`config.mk`:
```
export PLATFORM = sky130hd
export DESIGN_NAME = serial_sipo_fifo
export DESIGN_NICKNAME = d
export VERILOG_FILES = /design/src/rtl/serial_sipo_fifo.sv
export SDC_FILE = /design/constraint.sdc
export NUM_CORES = 2
export LEC_CHECK = 0
export CORE_MARGIN = 3
export CORE_UTILIZATION = 25
export DETAILED_ROUTE_END_ITERATION = 8
export GPL_ROUTABILITY_DRIVEN = 0
export PLACE_DENSITY = 0.46
export SYNTH_ARGS = -nofsm -noshare
export SYNTH_HDL_FRONTEND = slang
export SYNTH_SLANG_ARGS = --single-unit
```
`constraint.sdc`:
```
create_clock -name clk -period 4.4 [get_ports clk]
set_input_delay 0.44 -clock clk [delete_from_list [all_inputs] [get_ports clk]]
set_output_delay 0.44 -clock clk [all_outputs]
set_load 0.005 [all_outputs]
```
`src/rtl/serial_sipo_fifo.sv`:
```
// ---------------------------------------------------------------------------
// serial_sipo_fifo
//   Multi-lane serial-in, parallel-out message assembler feeding a message
//   FIFO. Each accepted beat contributes LANES bits (or lastcnt+1 bits on the
//   closing beat) to the message being assembled. The closing beat commits
//   the message, with its length, into the FIFO. The consumer pulls one
//   message at a time from a registered output stage.
//
// Ports
//   clk      in   1       rising-edge clock
//   rst      in   1       asynchronous active-low reset
//   pushin   in   1       input beat valid
//   lastin   in   1       beat closes the message
//   datain   in   LANES   beat data, datain[LANES-1] is earliest in time
//   lastcnt  in   LCW     valid lanes minus 1 on a closing beat (top lanes)
//   stopin   out  1       FIFO full, beats are not accepted
//   pullout  in   1       consumer takes the presented message
//   stopout  out  1       no message presented
//   dataout  out  MAXLEN  message bits, right-justified, upper bits zero
//   lenout   out  LENW    message length in bits
//   count    out  CNTW    completed messages held (output stage included)
//   errlen   out  1       sticky: some message was longer than MAXLEN
// ---------------------------------------------------------------------------
module serial_sipo_fifo #(
  parameter int MAXLEN    = 64,
  parameter int LANES     = 1,
  parameter int DEPTH     = 32,
  parameter bit LSB_FIRST = 1'b0,
  localparam int LENW = $clog2(MAXLEN + 1),
  localparam int LCW  = (LANES > 1) ? $clog2(LANES) : 1,
  localparam int CNTW = $clog2(DEPTH + 1)
) (
  input  logic              clk,
  input  logic              rst,
  input  logic              pushin,
  input  logic              lastin,
  input  logic [LANES-1:0]  datain,
  input  logic [LCW-1:0]    lastcnt,
  output logic              stopin,
  input  logic              pullout,
  output logic              stopout,
  output logic [MAXLEN-1:0] dataout,
  output logic [LENW-1:0]   lenout,
  output logic [CNTW-1:0]   count,
  output logic              errlen
);

  localparam int PTRW = (DEPTH > 1) ? $clog2(DEPTH) : 1;
  localparam int BW   = $clog2(LANES + 1);
  localparam int WW   = LENW + MAXLEN;

  localparam logic [LENW-1:0]   LEN_ZERO  = LENW'(0);
  localparam logic [LENW-1:0]   LEN_ONE   = LENW'(1);
  localparam logic [LENW-1:0]   LEN_MAX   = LENW'(MAXLEN);
  localparam logic [CNTW-1:0]   CNT_ZERO  = CNTW'(0);
  localparam logic [CNTW-1:0]   CNT_ONE   = CNTW'(1);
  localparam logic [CNTW-1:0]   CNT_FULL  = CNTW'(DEPTH);
  localparam logic [PTRW-1:0]   PTR_ZERO  = PTRW'(0);
  localparam logic [PTRW-1:0]   PTR_ONE   = PTRW'(1);
  localparam logic [PTRW-1:0]   PTR_LAST  = PTRW'(DEPTH - 1);
  localparam logic [BW-1:0]     BW_ONE    = BW'(1);
  localparam logic [BW-1:0]     BEAT_FULL = BW'(LANES);
  localparam logic [MAXLEN-1:0] DATA_ZERO = MAXLEN'(0);
  localparam logic [MAXLEN-1:0] DATA_ONE  = MAXLEN'(1);

  // Pointer advance modulo DEPTH; DEPTH need not be a power of two.
  function automatic logic [PTRW-1:0] ptr_inc(input logic [PTRW-1:0] p);
    if (p == PTR_LAST) begin
      ptr_inc = PTR_ZERO;
    end else begin
      ptr_inc = p + PTR_ONE;
    end
  endfunction

  // Assembler state
  logic [MAXLEN-1:0] asm_data_r;
  logic [LENW-1:0]   asm_len_r;
  logic              errlen_r;

  // FIFO storage and bookkeeping. mem_cnt_r counts messages still in the
  // storage array; count_r also includes the one held in the output stage.
  logic [WW-1:0]     mem_r [DEPTH];
  logic [PTRW-1:0]   wr_ptr_r;
  logic [PTRW-1:0]   rd_ptr_r;
  logic [CNTW-1:0]   mem_cnt_r;
  logic [CNTW-1:0]   count_r;
  logic              stopin_r;

  // Output stage
  logic              stopout_r;
  logic [MAXLEN-1:0] dataout_r;
  logic [LENW-1:0]   lenout_r;

  // Combinational helpers
  logic              acc_s;
  logic              commit_s;
  logic              xfer_s;
  logic              load_s;
  logic [BW-1:0]     beat_bits_s;
  logic [MAXLEN-1:0] nxt_data_s;
  logic [LENW-1:0]   nxt_len_s;
  logic              ovf_s;
  logic [LANES-1:0]  beat_sh_s;
  logic [CNTW-1:0]   count_nxt_s;
  logic [CNTW-1:0]   mem_cnt_nxt_s;
  logic [WW-1:0]     rd_word_s;

  assign acc_s     = pushin & ~stopin_r;
  assign commit_s  = acc_s & lastin;
  assign xfer_s    = ~stopout_r & pullout;
  // The output stage refills whenever it is empty or being emptied.
  assign load_s    = (mem_cnt_r != CNT_ZERO) & (stopout_r | xfer_s);
  assign rd_word_s = mem_r[rd_ptr_r];

  // Number of bits carried by the current beat.
  always_comb begin
    beat_bits_s = BEAT_FULL;
    if ((LANES > 1) && lastin) begin
      beat_bits_s = BW'(lastcnt) + BW_ONE;
    end else begin
      beat_bits_s = BEAT_FULL;
    end
  end

  // Fold the beat into the assembler one bit at a time, earliest lane first.
  // Bits beyond MAXLEN are dropped and flagged.
  always_comb begin
    nxt_data_s = asm_data_r;
    nxt_len_s  = asm_len_r;
    ovf_s      = 1'b0;
    beat_sh_s  = datain;
    for (int i = 0; i < LANES; i++) begin
      if (acc_s && (i < int'(beat_bits_s))) begin
        if (nxt_len_s < LEN_MAX) begin
          if (LSB_FIRST) begin
            // k-th received bit lands at position k
            if (beat_sh_s[LANES-1]) begin
              nxt_data_s = nxt_data_s | (DATA_ONE << nxt_len_s);
            end else begin
              nxt_data_s = nxt_data_s;
            end
          end else begin
            // new bits enter at bit 0, pushing earlier bits upward
            nxt_data_s = {nxt_data_s[MAXLEN-2:0], beat_sh_s[LANES-1]};
          end
          nxt_len_s = nxt_len_s + LEN_ONE;
        end else begin
          ovf_s = 1'b1;
        end
      end else begin
        ovf_s = ovf_s;
      end
      beat_sh_s = beat_sh_s << 1'b1;
    end
  end

  // Next occupancy values for the whole FIFO and for the storage array.
  always_comb begin
    count_nxt_s   = count_r;
    mem_cnt_nxt_s = mem_cnt_r;
    if (commit_s && !xfer_s) begin
      count_nxt_s = count_r + CNT_ONE;
    end else if (xfer_s && !commit_s) begin
      count_nxt_s = count_r - CNT_ONE;
    end else begin
      count_nxt_s = count_r;
    end
    if (commit_s && !load_s) begin
      mem_cnt_nxt_s = mem_cnt_r + CNT_ONE;
    end else if (load_s && !commit_s) begin
      mem_cnt_nxt_s = mem_cnt_r - CNT_ONE;
    end else begin
      mem_cnt_nxt_s = mem_cnt_r;
    end
  end

  // Assembler registers and the sticky length-error flag.
  always_ff @(posedge clk or negedge rst) begin
    if (!rst) begin
      asm_data_r <= DATA_ZERO;
      asm_len_r  <= LEN_ZERO;
      errlen_r   <= 1'b0;
    end else begin
      if (commit_s) begin
        asm_data_r <= DATA_ZERO;
        asm_len_r  <= LEN_ZERO;
      end else if (acc_s) begin
        asm_data_r <= nxt_data_s;
        asm_len_r  <= nxt_len_s;
      end
      errlen_r <= errlen_r | ovf_s;
    end
  end

  // Message storage; contents need no reset, validity is tracked by counters.
  always_ff @(posedge clk) begin
    if (commit_s) begin
      mem_r[wr_ptr_r] <= {nxt_len_s, nxt_data_s};
    end
  end

  // Pointers, occupancy and the registered full flag.
  always_ff @(posedge clk or negedge rst) begin
    if (!rst) begin
      wr_ptr_r  <= PTR_ZERO;
      rd_ptr_r  <= PTR_ZERO;
      mem_cnt_r <= CNT_ZERO;
      count_r   <= CNT_ZERO;
      stopin_r  <= 1'b0;
    end else begin
      if (commit_s) begin
        wr_ptr_r <= ptr_inc(wr_ptr_r);
      end
      if (load_s) begin
        rd_ptr_r <= ptr_inc(rd_ptr_r);
      end
      mem_cnt_r <= mem_cnt_nxt_s;
      count_r   <= count_nxt_s;
      stopin_r  <= (count_nxt_s == CNT_FULL);
    end
  end

  // Output stage: holds the presented message until it is pulled.
  always_ff @(posedge clk or negedge rst) begin
    if (!rst) begin
      stopout_r <= 1'b1;
      dataout_r <= DATA_ZERO;
      lenout_r  <= LEN_ZERO;
    end else begin
      if (load_s) begin
        stopout_r <= 1'b0;
        dataout_r <= rd_word_s[MAXLEN-1:0];
        lenout_r  <= rd_word_s[WW-1:MAXLEN];
      end else if (xfer_s) begin
        stopout_r <= 1'b1;
      end
    end
  end

  assign stopin  = stopin_r;
  assign stopout = stopout_r;
  assign dataout = dataout_r;
  assign lenout  = lenout_r;
  assign count   = count_r;
  assign errlen  = errlen_r;

endmodule

```
* Word-level counts from Yosys, hierarchy flattened
Memory sizes are Yosys's and may differ from the RTL's. A register that Yosys moved wholly into a read port is not among the register bits.
Cells that the tools add are included.
** Word-level totals
- RAM bits :: 2272
- Memories kept :: 1
- Flip-flop bits (word level) :: 96
- Input bits :: 7
- Word-level logic and storage cells :: 61
- Output and inout bits :: 80
** Operators by class
- Add/sub/neg operators :: 7
- Reductions and logical operators :: 12
- Bitwise logic cells :: 8
- Multiplexer cells :: 20
- $lt $le $gt $ge :: 1
- Equal/unequal tests :: 3
** Memories
- mem_r :: words 32, width 71, read ports 1, clocked after Yosys merged registers in 1, write ports 1, line 82 : logic [WW-1:0] mem_r [DEPTH];
** Operators with widths (number)
- $mux 64 :: 4
- $mux 7 :: 4
- $mux 6 :: 4
- $add 6x1->6 const B :: 2
- $sub 6x1->6 const B :: 2
- $add 5x1->5 const B :: 2
- $eq 5x5->1 const B :: 2
- $mux 5 :: 2
- $add 7x1->7 const B :: 1
- $lt 7x7->1 const B :: 1
- $eq 6x6->1 const B :: 1
- $mux 1 :: 6
- $reduce_bool 2->1 :: 3
- $reduce_bool 6->1 :: 1
- $and 1x1->1 :: 4
- $logic_and 1x1->1 :: 4
- $logic_not 1->1 :: 4
- $not 1->1 :: 2
- $or 1x1->1 :: 2

* Logic depth before layout (Yosys ltp)
- Depth in word-level cells :: 8
- Gate-level depth with buffers :: 13
- Depth with buffers taken out :: 11

* Worst setup path after synthesis
No wires, ideal clock.
- Path kind :: reg2reg
- From :: register stopin_r (netlist: stopin)
- To :: memory mem_r[31][0] (netlist bit), enable pin
- Data required time :: 3.899 ns
- Arrival :: 4.240 ns
- Setup slack :: -0.341 ns
- Path buffers :: 1
- Clock period less this slack :: 4.741 ns
- Stages on the path, launching flop included :: 6
- Library setup time :: 0.501 ns
- Cell sequence :: dfrtp_1 -> nand3b_2 -> inv_1 -> buf_2 -> nand2_1 -> nor2_1
** On the way
- Cells in the longest elaborated chain, start to end :: 5
** RTL lines
- start, declared :: line 87 : logic stopin_r;
- start signal, assigned :: line 219 : stopin_r <= (count_nxt_s == CNT_FULL);
- $not 1->1 :: line 108 : assign acc_s = pushin & ~stopin_r;
- $and 1x1->1 :: line 108
- $and 1x1->1 :: line 109 : assign commit_s = acc_s & lastin;
- named net commit_s :: line 96 : logic commit_s;
- $mux 1 :: line 197 : if (commit_s) begin
- $mux 1 (not written as such) :: line 198 : mem_r[wr_ptr_r] <= {nxt_len_s, nxt_data_s};
- end, declared :: line 82
The timed path passes the listed nets, and every way through them passes these cells.

==> results.sh <==
export IMPL_start_util_pct=25.16
export IMPL_synth_area_leaders="edfxtp_1, mux4_2, dfrtp_1"
export IMPL_path_clk_slew_ns=0.06
export IMPL_ys_seq_area_share_pct=77.84
export IMPL_reg2reg_slack_ns=1.19
export IMPL_worst_hold_slack_ns=0.1890
export IMPL_syn2layout_area_growth_pct=18.70
export IMPL_drive_above_1_share_pct=27.61
export IMPL_tightest_slew_ns=0.9463
export IMPL_ios=87
export IMPL_clock_latency_ns=0.89
export IMPL_drv_slew=0
export IMPL_rsz0062_at_grt="no"
export IMPL_min_period_over_period_pct=73.04
export IMPL_rr_startpoint="rd_ptr_r[0]"
export IMPL_syn_nets=4173
export IMPL_clk_path_buf_depth=4
export IMPL_drc=0
export IMPL_grt_usage_pct=13.30
export IMPL_leakagePower_nw=37.38
export IMPL_die_area_um2=379400
export IMPL_fp_dieW_um=616.0
export IMPL_via_count=44110
export IMPL_endpoint_kind="flip-flop"
export IMPL_critPathKind="flip-flop to flip-flop"
export IMPL_r2r_cells=8
export IMPL_cts_sinks=2439
export IMPL_period_minus_slack_ns=3.214
export IMPL_grt_pass1_vias=46910
export IMPL_slew_headroom_pct=36.91
export IMPL_synth_common_cells="edfxtp_1, mux4_2, a21oi_1"
export IMPL_wire_per_inst_um=26.69
export IMPL_synthFlopType="edfxtp_1"
export IMPL_max_freq_ghz=0.3112
export IMPL_fin_cells=9618
export IMPL_vdd_drop_max_uv=350.2
export IMPL_dieHeight_um=616.0
export IMPL_port_buffer_count=85
export IMPL_postRouteAntennaNets=0
export IMPL_nets=4468
export IMPL_finalClockSkew_ns=0.06338
export IMPL_drt_iter0_drc=4044
export IMPL_grt_antenna_before_repair=7
export IMPL_critPathRequiredTime_ns=5.09
export IMPL_power_density_nw_per_um2=575.2
export IMPL_power_total_mw=63.50
export IMPL_hold_violations=0
export IMPL_row_count=223
export IMPL_crit_fanout=27
export IMPL_yosysWarnings=0
export IMPL_async_flop_share_pct=6.847
export IMPL_finalSetupViolations=0
export IMPL_cts_buffers=274
export IMPL_run_status="completed"
export IMPL_synth_top_cell_area_share_pct=73.35
export IMPL_place_inst=9117
export IMPL_worstHoldPathType="primary input to asynchronous set/reset pin"
export IMPL_crit_path_start_kind="flip-flop"
export IMPL_syn_cell_area_um2=93020
export IMPL_fillers=35770
export IMPL_clock_tree_root_cell="clkbuf_16"
export IMPL_grt_max_degree=75
export IMPL_crit_arrival_ns=3.91
export IMPL_drv_cap=0
export IMPL_pre_cts_ws_ns=0.8029
export IMPL_reg2reg_to="dataout[59]"
export IMPL_synth_distinct_cells=54
export IMPL_synth_edff_count=2272
export IMPL_fin_ws_ns=1.186
export IMPL_cts_tree="done"
export IMPL_grt_overflow_total=0
export IMPL_hpwl_um=133400
export IMPL_htreeDepth=5
export IMPL_yosysMostFrequentCell="edfxtp_1"
export IMPL_first_pass_iters=5
export IMPL_synth_area_per_cell_um2=22.42
export IMPL_wl_um=256700
export IMPL_core_area_um2=369700
export IMPL_synthCells=4149
export IMPL_viasPerCell=4.586
export IMPL_synth_top_area_cell="edfxtp_1"
export IMPL_synth_seq_cells=2439
export IMPL_grt_pass1_wl_um=363400
## critical path, cell delays in order, from the launching register on
cell and delay, ns:
dfrtp_4 0.83, buf_12 0.30, buf_4 0.41, buf_4 0.26
mux4_2 0.51, a22oi_1 0.17, a21oi_1 0.12, a21oi_1 0.27
a21oi_1 0.13
## routing by layer
layer,share of wire [%],GRT usage [%]
met1,44,18.13
met2,50,22.49
met3,3.8,1.554
met4,2.2,3.405
met5,0.0074,0
## cell families after synthesis
family / Yosys count / share of synthesized area, %
buffers and inverters: 254 / 1.430
multiplexers: 710 / 15.88
AO/OA/AOI/OAI: 521 / 3.570
AND/OR/NAND/NOR: 194 / 0.9080
flip-flops: 2439 / 77.84
adder cells (fa/ha/maj): 17 / 0.2367
XOR/XNOR: 14 / 0.1318
## through the flow
step	setup TNS (ns)	utilization [%]	area, µm²
6_report	0	29.86	110400
5_1_grt	0	29.86	110400
4_1_cts	0	29.86	110400
3_5_place_dp	0	27.45	101500
3_3_place_gp	0	27.45	101500
2_1_floorplan	-738.15	-	93020
## repair_timing
| item | 4_1_cts | 5_1_grt |
|---|---|---|
| hold buffers | 1 | 0 |
| resized for setup | 0 | 0 |
| endpoints found under the hold margin | 70 | 0 |
| setup buffers | 0 | 0 |
## area by class of cell
type                    count  area [µm²]  share of cell area, %
flip-flops and latches   2439       72420                  65.60
multi-input cells        1456       19620                  17.77
repair buffers            261        3193                  2.892
clock buffers             367        7491                  6.785
clock inverters           130        1434                  1.299
diodes                      3       7.507               0.006800
well taps                4950        6193                  5.610
inverters                  12       46.29                0.04193
## cell usage in the layout, fill, tap and decap left out, drive strengths merged, types with 3 or more instances in the layout
master,count
a21o,4
a21oi,216
a22o,69
a22oi,141
buf,176
bufinv,21
clkbuf,367
clkdlybuf4s50,84
clkinv,86
clkinvlp,7
dfrtp,166
diode,3
edfxtp,2272
ha,16
inv,28
mux2,71
mux2i,34
mux4,605
nand2,59
nand2b,4
nand3,7
nand3b,5
nor2,89
nor2b,4
nor3,10
o21ai,42
o22ai,32
or3,4
xnor2,8
xor2,6
## worst max-delay path by stage
stage,start,end,slack (ns),depth (start not counted)
after floorplan,stopin,mem_r[31][0],-0.34,5
after global placement,pushin,mem_cnt_r[5],0.79,11
after detailed placement,pushin,mem_r[1][10],0.80,7
after CTS,rd_ptr_r[0],dataout[3],1.05,7
after global routing,rd_ptr_r[0],dataout[59],0.89,8
final,rd_ptr_r[0],dataout[59],1.19,8
## sequential cells by signal, summed over array words and instances, names as in the netlist, 5 cells and up
name and count:
mem_r 2272, asm_data_r 64, dataout 64, asm_len_r 7, lenout 7, count 6
mem_cnt_r 6, rd_ptr_r 5, wr_ptr_r 5
## power breakdown
part           total, mW  leakage (nW)  internal (mW)  switching [mW]
Clock               22.8          4.33           13.3            9.44
Combinational       13.8          7.29           6.02            7.82
Sequential          26.9          25.8           26.1           0.841
Total               63.5          37.4           45.4            18.1
Note: power is estimated with default switching activity, not from simulation.
